File: src/rtl/vga_sync_timing_core.sv
// VGA pixel-clock divider, x/y raster counters, delay-aligned active-low syncs, blanked RGB register.
// Latency: syncs/video_on/vga_rgb lag x,y by one pixel tick, or DELAY ticks when VGA_SYNC_DELAY_EN is defined.
// Backpressure: none; free-running raster, rgb_in is sampled on every pixel tick.
module vga_sync_timing_core #(
    parameter int CD      = 12,
    parameter int HD      = 640,
    parameter int HF      = 16,
    parameter int HS      = 96,
    parameter int HB      = 48,
    parameter int VD      = 480,
    parameter int VF      = 10,
    parameter int VS      = 2,
    parameter int VB      = 33,
    parameter int CLK_DIV = 4,
    parameter int DELAY   = 2
) (
    input  logic          clk,
    input  logic          reset,
    input  logic [CD-1:0] rgb_in,
    output logic [10:0]   x,
    output logic [10:0]   y,
    output logic          p_tick,
    output logic          frame_start,
    output logic          hsync,
    output logic          vsync,
    output logic          video_on,
    output logic [CD-1:0] vga_rgb
);

    localparam logic [10:0] HT      = 11'(HD + HF + HS + HB);
    localparam logic [10:0] VT      = 11'(VD + VF + VS + VB);
    localparam logic [10:0] H_DISP  = 11'(HD);
    localparam logic [10:0] V_DISP  = 11'(VD);
    localparam logic [10:0] H_SYNC0 = 11'(HD + HF);
    localparam logic [10:0] H_SYNC1 = 11'(HD + HF + HS - 1);
    localparam logic [10:0] V_SYNC0 = 11'(VD + VF);
    localparam logic [10:0] V_SYNC1 = 11'(VD + VF + VS - 1);

    localparam int DW = (CLK_DIV > 1) ? $clog2(CLK_DIV) : 1;
    localparam logic [DW-1:0] DIV_MAX = DW'(CLK_DIV - 1);

`ifdef VGA_SYNC_DELAY_EN
    localparam int PIPE = DELAY;
`else
    localparam int PIPE = 1;
`endif

    // Stage encoding {hsync, vsync, video_on}; idle = syncs high, blanked.
    localparam logic [2:0] SYNC_IDLE = 3'b110;

    logic [DW-1:0] div;
    logic [DW-1:0] div_nxt;
    logic          x_last;
    logic          y_last;
    logic [2:0]    sync_raw;
    logic [2:0]    sync_nxt;
    logic [2:0]    stage [PIPE];

    always_comb begin
        div_nxt = (div == DIV_MAX) ? '0 : div + DW'(1);
    end

    // p_tick is registered so it stays low in reset even when CLK_DIV=1.
    always_ff @(posedge clk or negedge reset) begin
        if (!reset) begin
            div    <= '0;
            p_tick <= 1'b0;
        end else begin
            div    <= div_nxt;
            p_tick <= (div_nxt == DIV_MAX);
        end
    end

    assign x_last = (x == HT - 11'd1);
    assign y_last = (y == VT - 11'd1);

    always_ff @(posedge clk or negedge reset) begin
        if (!reset) begin
            x <= '0;
            y <= '0;
        end else if (p_tick) begin
            x <= x_last ? '0 : x + 11'd1;
            if (x_last) begin
                y <= y_last ? '0 : y + 11'd1;
            end
        end
    end

    assign frame_start = p_tick && (x == '0) && (y == '0);

    always_comb begin
        sync_raw[2] = !((x >= H_SYNC0) && (x <= H_SYNC1));
        sync_raw[1] = !((y >= V_SYNC0) && (y <= V_SYNC1));
        sync_raw[0] = (x < H_DISP) && (y < V_DISP);
    end

    // sync_nxt is the value the output stage takes on this tick, so vga_rgb blanks in step with video_on.
    if (PIPE == 1) begin : g_single
        assign sync_nxt = sync_raw;
    end else begin : g_shift
        assign sync_nxt = stage[PIPE-2];
    end

    always_ff @(posedge clk or negedge reset) begin
        if (!reset) begin
            for (int i = 0; i < PIPE; i++) begin
                stage[i] <= SYNC_IDLE;
            end
            vga_rgb <= '0;
        end else if (p_tick) begin
            stage[0] <= sync_raw;
            for (int i = 1; i < PIPE; i++) begin
                stage[i] <= stage[i-1];
            end
            vga_rgb <= sync_nxt[0] ? rgb_in : '0;
        end
    end

    assign {hsync, vsync, video_on} = stage[PIPE-1];

endmodule

File: config.mk
export PLATFORM = sky130hd
export DESIGN_NAME = vga_sync_timing_core
export DESIGN_NICKNAME = d
export VERILOG_FILES = /design/src/rtl/vga_sync_timing_core.sv
export SDC_FILE = /design/constraint.sdc
export NUM_CORES = 1
export LEC_CHECK = 0
export ABC_CLOCK_PERIOD_IN_PS = 5600
export BUFFER_PORTS_ARGS = -buffer_cell sky130_fd_sc_hd__buf_4
export CORE_MARGIN = 1
export CORE_UTILIZATION = 45
export DETAILED_ROUTE_END_ITERATION = 7
export PLACE_DENSITY_LB_ADDON = 0.12
export SLEW_MARGIN = 20
export SYNTH_ARGS = -nofsm -noshare
export SYNTH_HDL_FRONTEND = slang
export SYNTH_SLANG_ARGS = --single-unit
File: constraint.sdc
create_clock -name clk -period 5.6 [get_ports clk]
set_input_delay 0.84 -clock clk [delete_from_list [all_inputs] [get_ports clk]]
set_output_delay 0.84 -clock clk [all_outputs]
set_load 0.1 [all_outputs]
# ---- Word-level counts from Yosys, hierarchy flattened
# Cells that the tools add are included.
# W data, S select, Z words.
dict set report totals {
  ff_bits 40
  in_bits 14
  elab_cells 33
  out_inout_bits 39
}
dict set report op_classes {
  n_eq_ne 4
  n_addsub 3
  n_mux 4
  magnitude_cmp 6
  n_reduce_logical 10
}
# operator n
set ops {}
lappend ops {{$add A11 B1 Y11 const B} 2}
lappend ops {{$eq A11 B10 Y1 const B} 2}
lappend ops {{$logic_not A11 Y1} 2}
lappend ops {{$mux W11} 2}
lappend ops {{$mux W12} 1}
lappend ops {{$ge A11 B10 Y1 const B} 1}
lappend ops {{$ge A11 B9 Y1 const B} 1}
lappend ops {{$le A11 B10 Y1 const B} 1}
lappend ops {{$le A11 B9 Y1 const B} 1}
lappend ops {{$lt A11 B10 Y1 const B} 1}
lappend ops {{$lt A11 B9 Y1 const B} 1}
lappend ops {{$logic_and A1 B1 Y1} 5}
lappend ops {{$eq A2 B2 Y1 const B} 2}
lappend ops {{$add A2 B1 Y2 const B} 1}
lappend ops {{$logic_not A1 Y1} 2}
lappend ops {{$mux W2} 1}
lappend ops {{$reduce_and A2 Y1} 1}

# ---- Depth between registers and ports, before layout
dict set report depth {
  ltp_word 3
  mapped_depth 6
}

# ---- Least setup slack after synthesis
# No wires, ideal clock.
dict set report synth_timing {
  kind {register -> output}
  startpoint {reg p_tick}
  endpoint {out frame_start}
  stages_incl_launch_ff 5
  n_path_buf 0
  path_slack_ps 1050
  arrival_ps 3710
  required_ps 4760
  cell_sequence {dfrtp_1 -> or3b_2 -> nor2_1 -> nand4_1 -> nor3_1}
}
dict set report synth_via {
  elab_chain_len 2
}
# item line
set synth_lines {}
lappend synth_lines {{start, declared} 22} ;# output logic p_tick,
lappend synth_lines {{start signal, assigned} 70} ;# p_tick <= (div_nxt == DIV_MAX);
lappend synth_lines {{$logic_and A1 B1 Y1 (2 in a row)} 89} ;# assign frame_start = p_tick && (x == '0) && (y == '0);
lappend synth_lines {{end, declared} 23} ;# output logic frame_start,
# No other way between the ends.

# ---- Worst setup path in the final report
# Ends and elaborated chain as after synthesis.

==> impl_metrics.tcl <==
set metrics [dict create \
    grt_pass1_wl_um 7220 \
    grt_start_max_net_pins 41 \
    cts_root_buf "clkbuf_8" \
    drt_iter0_drc 118 \
    yosysSeqAreaShare 0.524 \
    place_ws_ps 2990 \
    max_freq_mhz 337 \
    finalSetupTns_ps 0 \
    fp.dieW_um 67.2 \
    io_buffers 52 \
    hold_path.class "register to register" \
    post_cts_buffers 0 \
    synthCells 180 \
    ys_types 41 \
    hold_ws_ps 465 \
    wire_per_inst_um 15.1 \
    end_kind "primary output" \
    drv_cap 0 \
    hold_viol 0 \
    syn_nets 201 \
    critPathLaunchType "register" \
    synth_area_sq_um 1910 \
    cts_tree "yes" \
    switchingPower_mw 0.148 \
    combPwrFrac 0.103 \
    rsz0062_at_grt "no" \
    ir_drop_v 0.000166 \
    cts_buffers 5 \
    regArea_sq_um 1000 \
    drc 0 \
    finalCritPeriodShare 0.530 \
    finalWirelength_um 4290 \
    skew_ps 4.64 \
    die_area_sq_um 4520 \
    dp_hpwl_um 3020 \
    antenna_cells 0 \
    p_sw_frac 0.267 \
    clkSlewWorstSetupHoldPaths_ps 80 \
    row_count 23 \
    htree_num_levels 2 \
    yosys_warnings 0 \
    power.share.clock 0.365 \
    multi_input_area_sq_um 848 \
    clkLatencyLatePin_ps 290 \
    cp_data_arrival_time_ps 2130 \
    setup_viol 0 \
    powerDensity_nw_per_um2 227 \
    crit_path_cell_trace "or3b_2 -> nor2_1 -> nand4_1 -> nor3_1 -> buf_4" \
    path_max_fanout 13 \
    via_per_inst 5.65 \
    drive_above_1_share 0.295 \
    p_int_mw 0.408 \
    sequentialPowerShare 0.532 \
    final_cells 284 \
    synth.avg_cell_area_sq_um 10.6 \
    placeableCoreArea_sq_um 4030 \
    relSlewSlack 0.533 \
    drv_slew 0 \
    fin_nets 254 \
    synth_edf_count 0 \
    crit_type "register to primary output" \
    critical_path.max_stage_delay_ps 580 \
    hold_buffers 0 \
    antenna_left 0 \
    status "completed" \
    fin_area_sq_um 2450 \
    io_pins 53 \
    ys.flop_type "dfrtp_1" \
    cts.sinks 40 \
    synthArstFlopShare 1.00 \
    antenna_found_initial 0 \
    synth-seq-cells 40 \
    worstMarginPinSlew_ps 698 \
    place.gp.congestion 0.859 \
    post_cts_resized 0 \
    grt_pass1_vias 1530 \
    p_leak_nw 1.16 \
    place_inst 276 \
    cts_max_path_buffers 2 \
    fin_crit_ps 2970 \
    gr-total-overflow 0 \
    area_growth_pct 28.0 \
    initial_utilization 0.475 \
    vias 1604 \
    cp.required_ps 4760 \
    critPathSlowestCell "dfrtp_1" \
    dpl_cell_area_sq_um 2340 \
    fillCellCount 353 \
    first_pass_iters 4 \
    gr-usage-all-layers 0.216 \
    finalWorstSetupSlack_ps 2630 \
    die_h_um 67.2 \
]
[per-stage QoR]
step                      total power [mW]  utilization
after detailed placement             0.359        0.582
final                                0.556        0.608
after global placement               0.359        0.582
after floorplan                      0.338            -
after global routing                 0.576        0.608
after CTS                            0.562        0.606
[cell families after synthesis]
group / count (synthesis) / share of synthesized area
flip-flops: 40 / 0.524
XOR/XNOR: 11 / 0.0503
AO/OA/AOI/OAI: 36 / 0.130
buffers and inverters: 18 / 0.0405
multiplexers: 1 / 0.00523
adder cells (fa/ha/maj): 7 / 0.0457
AND/OR/NAND/NOR: 67 / 0.204
[metal layers]
| layer | vias up | GRT usage | share of wire |
|---|---|---|---|
| li1 | 758 | - | - |
| met1 | 784 | 0.274 | 0.44 |
| met2 | 54 | 0.345 | 0.48 |
| met3 | 8 | 0.0642 | 0.060 |
| met4 | 0 | 0.0798 | 0.018 |
| met5 | - | 0 | 0 |
[Yosys cell counts, types with 2 or more instances]
library cell | n | share of area
nand2b_1 | 2 | 0.0065
o22ai_1 | 2 | 0.0065
or3_1 | 2 | 0.0065
o31ai_1 | 2 | 0.0078
a21oi_1 | 5 | 0.013
ha_1 | 7 | 0.046
xor2_1 | 4 | 0.018
nand4_1 | 6 | 0.020
dfstp_2 | 2 | 0.027
dfrtp_1 | 38 | 0.50
and4_1 | 2 | 0.0092
clkbuf_1 | 4 | 0.0078
nor4_1 | 4 | 0.013
nand2_1 | 12 | 0.024
buf_2 | 2 | 0.0052
nor2_1 | 12 | 0.024
a22o_1 | 12 | 0.055
nand3_1 | 10 | 0.026
nor3_1 | 3 | 0.0078
inv_1 | 11 | 0.022
o21ai_0 | 7 | 0.018
and3_1 | 3 | 0.0098
a31oi_1 | 4 | 0.013
xnor2_1 | 7 | 0.032
[state kept, by name (all words and copies together), names as in the netlist]
register	count
vga_rgb	12
x	11
y	11
stage	3
div	2
p_tick	1
[final timing paths]
path                         from     endpoint  slack, ps  cells past startpoint
setup / recovery           p_tick  frame_start       2630                      5
hold / removal             div[0]       div[0]        470                      1
setup reg to reg             x[1]         y[7]       3370                      6
hold reg to reg            div[0]       div[0]        470                      1
max in group asynchronous   reset     stage[2]       4740                      1
min in group asynchronous   reset         y[2]        510                      1
[power by group through the flow]
stage                     combinational, mW  sequential (mW)  clock [mW]
after floorplan                     0.00424            0.334           0
after global placement               0.0574            0.301           0
after detailed placement             0.0584            0.301           0
after CTS                            0.0582            0.296       0.208
after global routing                 0.0598            0.296       0.220
final                                0.0573            0.296       0.203
[worst max-delay path: cells and delay by family, from the launching register on]
kind / cells / cell delay (ps)
buffers and inverters: 1 / 320
and+or+nand+nor: 4 / 940
DFF: 1 / 580
[area by class of cell]
class / instances / area share
Clock buffer: 6 / 0.0337
Clock inverter: 2 / 0.00613
Inverter: 11 / 0.0168
Multi-Input combinational cell: 122 / 0.346
Sequential cell: 40 / 0.409
Tap cell: 50 / 0.0255
Timing Repair Buffer: 53 / 0.162
[cell usage in the layout, fill, tap and decap left out, types with 3 or more instances in the layout]
cell type,Yosys,routed
a21oi_1,5,5
buf_4,0,53
nor4_1,4,4
a31oi_1,4,4
a22o_1,12,12
and3_1,3,3
clkbuf_8,0,6
inv_1,11,11
xnor2_1,7,7
xor2_1,4,4
nor2_1,12,12
nand2_1,12,12
o21ai_0,7,7
dfrtp_1,38,38
nand3_1,10,10
nand4_1,6,6
ha_1,7,7
nor3_1,3,3
Power figures use the tool's default switching activity.
